**src/rtl/var_fork_top.sv**
```systemverilog
// var_fork_top: splits each {zero_mean_data, variance} beat into two independently drained FIFO branches,
// tagging the data branch with a row-end TLAST.
module var_fork_top #(
  parameter int DATA_W    = 128,
  parameter int VAR_W     = 16,
  parameter int DEPTH     = 4,
  parameter int ROW_BEATS = 8
)(
  input  logic                    aclk,
  input  logic                    arstn,
  input  logic [DATA_W+VAR_W-1:0] S_AXIS_TDATA,
  input  logic                    S_AXIS_TVALID,
  output logic                    S_AXIS_TREADY,
  output logic [DATA_W-1:0]       M_AXIS_0_TDATA,
  output logic                    M_AXIS_0_TVALID,
  input  logic                    M_AXIS_0_TREADY,
  output logic                    M_AXIS_0_TLAST,
  output logic [VAR_W-1:0]        M_AXIS_1_TDATA,
  output logic                    M_AXIS_1_TVALID,
  input  logic                    M_AXIS_1_TREADY
);
  localparam int AW = $clog2(DEPTH);
  localparam int CW = AW + 1;
  localparam int BW = ROW_BEATS > 1 ? $clog2(ROW_BEATS) : 1;
  logic [DATA_W:0]    mem0 [DEPTH];
  logic [VAR_W-1:0]   mem1 [DEPTH];
  logic [AW-1:0]      wp0, rp0, wp1, rp1;
  logic [CW-1:0]      cnt0, cnt1;
  logic [BW-1:0]      beat;
  logic               wr, rd0, rd1, last_in;
  assign S_AXIS_TREADY   = arstn && cnt0 < CW'(DEPTH) && cnt1 < CW'(DEPTH);
  assign wr              = S_AXIS_TVALID && S_AXIS_TREADY;
  assign last_in         = beat == BW'(ROW_BEATS - 1);
  assign M_AXIS_0_TVALID = cnt0 != '0;
  assign M_AXIS_1_TVALID = cnt1 != '0;
  assign rd0             = M_AXIS_0_TVALID && M_AXIS_0_TREADY;
  assign rd1             = M_AXIS_1_TVALID && M_AXIS_1_TREADY;
  assign M_AXIS_0_TDATA  = mem0[rp0][DATA_W-1:0];
  // Stale memory may hold a 1 in the TLAST bit, so gate it while the branch is empty
  assign M_AXIS_0_TLAST  = mem0[rp0][DATA_W] && M_AXIS_0_TVALID;
  assign M_AXIS_1_TDATA  = mem1[rp1];
  always_ff @(posedge aclk)
    if (wr) begin
      mem0[wp0] <= {last_in, S_AXIS_TDATA[DATA_W+VAR_W-1:VAR_W]};
      mem1[wp1] <= S_AXIS_TDATA[VAR_W-1:0];
    end
  always_ff @(posedge aclk or negedge arstn)
    if (!arstn) begin
      wp0  <= '0;
      rp0  <= '0;
      wp1  <= '0;
      rp1  <= '0;
      cnt0 <= '0;
      cnt1 <= '0;
      beat <= '0;
    end else begin
      wp0  <= wr ? wp0 + AW'(1) : wp0;
      wp1  <= wr ? wp1 + AW'(1) : wp1;
      beat <= wr ? (last_in ? '0 : beat + BW'(1)) : beat;
      rp0  <= rd0 ? rp0 + AW'(1) : rp0;
      rp1  <= rd1 ? rp1 + AW'(1) : rp1;
      cnt0 <= cnt0 + CW'(wr) - CW'(rd0);
      cnt1 <= cnt1 + CW'(wr) - CW'(rd1);
    end
endmodule

```
**config.mk**
```make
export PLATFORM = sky130hd
export DESIGN_NAME = var_fork_top
export DESIGN_NICKNAME = d
export VERILOG_FILES = /design/src/rtl/var_fork_top.sv
export SDC_FILE = /design/constraint.sdc
export NUM_CORES = 1
export LEC_CHECK = 0
export CORE_UTILIZATION = 45
export CTS_CLUSTER_SIZE = 16
export DETAILED_ROUTE_END_ITERATION = 7
export GPL_ROUTABILITY_DRIVEN = 0
export PLACE_DENSITY_LB_ADDON = 0.05
export SLEW_MARGIN = 15
export SYNTH_ARGS = -nofsm -noshare
export SYNTH_HDL_FRONTEND = slang
export SYNTH_SLANG_ARGS = --single-unit
```
**constraint.sdc**
```tcl
create_clock -name aclk -period 7.45 [get_ports aclk]
set_clock_uncertainty 0.2 [all_clocks]
set_input_delay 1.49 -clock aclk [delete_from_list [all_inputs] [get_ports aclk]]
set_output_delay 1.49 -clock aclk [all_outputs]
set_load 0.005 [all_outputs]
```
# Word-level counts from Yosys, hierarchy flattened
# Memory sizes are Yosys's and may differ from the RTL's.
# Index checks and enable logic that the tools add are counted.
# classes
n_mux,3
n_reduce_logical,8
addsub,9
magnitude_cmp,2
n_eq_ne,1
# op_table
cell,n
adder 2 x 1 -> 2 bit (second input constant),4
adder 3 x 1 -> 3 bit,2
logical AND 1 bit,6
< comparator 3 bit (second input constant),2
nonzero test 3 bit,2
subtractor 3 x 1 -> 3 bit,2
adder 3 x 1 -> 3 bit (second input constant),1
== test 3 bit (second input constant),1
two-way mux 3 bit,1
two-way mux 1 bit,2
# totals
input_bits,149
reg_bits,17
n_memories,2
out_inout_bits,148
ramBits,580
# memory_table
memory,words,width,rd,rd_ports_with_merged_regs,write_ports,line,source
mem0,4,129,1,0,1,25,logic [DATA_W:0] mem0 [DEPTH];
mem1,4,16,1,0,1,26,logic [VAR_W-1:0] mem1 [DEPTH];

# Depth between registers and ports, before layout
# logic_depth
depth_word,6
ltp_mapped,10
ltp_nobuf,8

# Worst setup path before layout
# No wires, ideal clock.
# synth_path
path_type,input to register
start,in arstn
end,"mem mem0[0][0] in the netlist's numbering, enable pin"
path_stages,4
n_path_buf,2
arrival_time_ns,5.101
path_slack_ns,1.645
setup_time_ns,0.504
path_cell_list,nor4bb_1 buf_2 buf_2 and2_1
# synth_between
elab_chain_len,5
# synth_lines
item,line,source
"start, declared",10,"input logic arstn,"
logical AND 1 bit (2 in series),31,assign S_AXIS_TREADY = arstn && cnt0 < CW'(DEPTH) && cnt1 < CW'(DEPTH);
logical AND 1 bit,32,assign wr = S_AXIS_TVALID && S_AXIS_TREADY;
two-way mux 1 bit,43,if (wr) begin
two-way mux 1 bit (implied by the code),44,"mem0[wp0] <= {last_in, S_AXIS_TDATA[DATA_W+VAR_W-1:VAR_W]};"
"end, declared",25,
# No other way between the ends.

# Worst setup path in the final report
# layout_path
start,in arstn
end,out S_AXIS_TREADY
# layout_between
elab_chain_len,2
# layout_lines
item,line,source
logical AND 1 bit (2 in series),31,
"end, declared",13,"output logic S_AXIS_TREADY,"
# No other way between the ends.

==> flow_metrics.py <==
metrics = {
    "drt": {
        "drc": 0,
        "vias": 9737,
        "ant_nets": 0,
        "post_drt_wl_per_cell_um": 23.21,
        "drtIter0Drc": 543,
        "drtPass1Iterations": 4,
        "avgViaCountPerCell": 5.278,
        "wl_mm": 42.82,
    },
    "synth": {
        "synth_top_area_share_pct": 79.59,
        "synth_area_leaders": "edfxtp_1 80%, mux4_2 15%, dfrtp_1 1.9%",
        "synthesis.instances": 838,
        "syn_avg_cell_area_um2": 26.11,
        "synth_top_cell_by_area": "edfxtp_1",
        "syn_nets": 1003,
        "ys_warn_count": 0,
        "synth_cell_types": 21,
        "seq_area_frac_synth_pct": 81.53,
        "synth-seq-cells": 597,
        "synth_area_um2": 21880,
    },
    "power_and_ir_drop": {
        "p_per_area_nw_per_um2": 352.9,
        "ir_drop_mv": 0.1951,
        "p_leak_nw": 8.865,
        "power_mw": 9.752,
    },
    "sta": {
        "drv_slew": 0,
        "layout_min_cycle_time_ns": 5.034,
        "rsz0062_at_grt": "no",
        "relSlewSlack_pct": 29.97,
        "fin_tns_setup_ns": 0,
        "finalSetupViolations": 0,
        "fin_crit_sh_pct": 67.58,
        "hold_viol": 0,
        "max_freq_mhz": 198.6,
        "tightest_slew_ns": 1.050,
    },
    "clocking": {
        "numClockSinks": 597,
        "cts_max_path_buffers": 3,
        "cts_setup_buffers": 0,
        "cts_max_level": 2,
        "cts_hold_buf": 0,
        "root_buffer": "clkbuf_16",
        "cts_tree": "yes",
        "insertion_delay_ns": 0.61,
        "cts_repair_resize_count": 0,
        "numCtsBuffers": 61,
        "cts.clk_slew.worst_paths_ns": 0.06,
    },
    "setup_path": {
        "end_kind": "primary output",
        "crit_type": "in2out",
        "worstRegToRegCells": 4,
        "rr_startpoint": "cnt1[2]",
        "critPathLaunch": "arstn",
        "crit_fanout": 19,
        "critPathArrivalTime_ns": 3.34,
        "crit_path_start_kind": "input pin",
        "required_ns": 5.76,
    },
    "grt": {
        "gr-usage-all-layers_pct": 17.61,
        "antenna_found_initial": 5,
        "grt_max_degree": 85,
        "grt_pass1_wl_mm": 64.45,
        "grt_pass1_vias": 10211,
        "grt-ovfl-total": 0,
    },
    "floorplan": {
        "fp-row-count": 80,
        "io_pins": 297,
        "die_w_um": 222.5,
        "core_um2": 47850,
        "start_util_pct": 45.74,
        "die_h_um": 222.5,
        "die_area_um2": 49520,
    },
    "final_layout": {
        "fill_cells": 3530,
        "final_common_cell": "edfxtp_1",
        "multi_input_area_um2": 3772,
        "layout_common_cells": "580 x edfxtp_1, 296 x clkdlybuf4s50_1, 145 x mux4_2",
        "ff_latch_area_um2": 17850,
        "syn_to_final_growth_pct": 26.26,
        "nets": 1340,
        "drive_gt1_share_pct": 21.82,
    },
    "flow_run": {
        "drv_cap": 0,
    },
    "outcome": {
        "outcome": "complete, no violations",
    },
    "place": {
        "port_buffers": 296,
        "dp_hpwl_mm": 25.09,
    },
    "worst_hold_path": {
        "hp-class": "reg2reg",
        "min_from": "beat[1]",
        "whs_path_depth": 1,
    },
}
-- synth_stat cells --
cell type / n
o311ai_0: 2
mux2_2: 5
dfrtp_1: 17
buf_2: 18
and2_1: 9
nor2_1: 1
ha_1: 14
xor2_1: 4
or3_1: 2
xnor2_1: 6
nor4bb_1: 1
o31a_1: 2
mux4_2: 145
inv_1: 11
nor3b_1: 1
nor2b_1: 1
buf_6: 10
clkbuf_1: 3
fa_1: 2
buf_4: 4
edfxtp_1: 580
-- flip-flops by register name, summed over array words and instances (netlist names) --
name	count
mem1	64
rp1	2
beat	3
cnt0	3
wp1	2
wp0	2
rp0	2
cnt1	3
mem0	516
-- cell families after synthesis --
| kind of cell | share of synthesized area, % |
|---|---|
| mux | 15.18 |
| compound gates | 0.1601 |
| simple gates | 0.4402 |
| xor+xnor | 0.4002 |
| flops | 81.53 |
| buf+inv | 1.304 |
| fa+ha+maj | 0.9834 |
-- worst max-delay path, stage by stage --
cell	delay (ns)
clkdlybuf4s50_1	1.00
nor3b_1	0.31
clkdlybuf4s50_1	0.55
-- final timing paths --
check | slack (ns) | to
max reg2reg | 4.56 | mem0[1][62]
min in group asynchronous | 1.15 | cnt1[1]
min | 0.32 | beat[1]
max | 2.42 | S_AXIS_TREADY
max in group asynchronous | 5.31 | rp0[0]
min reg2reg | 0.32 | beat[1]
-- through the flow --
stage	utilization, %	area [um^2]	hold slack (ns)	instances	setup slack [ns]
floorplan	-	21880	0.2848	838	1.645
global placement	53.41	25560	0.3061	1727	2.233
detailed placement	53.41	25560	0.3072	1727	2.259
CTS	57.74	27630	0.3209	1843	2.301
global route	57.75	27630	0.3478	1845	2.184
finish	57.75	27630	0.3217	1845	2.416
-- cell type report --
| type | count | area share (%) |
|---|---|---|
| sequential | 597 | 64.60 |
| tap | 615 | 2.785 |
| antenna | 2 | 0.01811 |
| multi-input combinational | 195 | 13.65 |
| clock buffer | 74 | 5.928 |
| inverter | 11 | 0.1494 |
| timing repair buffer | 309 | 11.30 |
| clock inverter | 42 | 1.562 |
-- layer usage --
layer / global-route usage [%] / vias to the layer above / share of wire [%]
li1: - / 4281 / -
met2: 28.38 / 255 / 50
met4: 4.917 / 6 / 2.0
met1: 23.72 / 5127 / 42
met5: 0 / - / 0.096
met3: 4.787 / 68 / 6.0
-- power breakdown --
group          leakage, nW  internal, mW  switching, mW
combinational         2.44          1.58          0.966
sequential            5.42          3.90          0.213
clock                 1.00          1.84           1.25
total                 8.87          7.32           2.43
(Power assumes the default switching activity.)
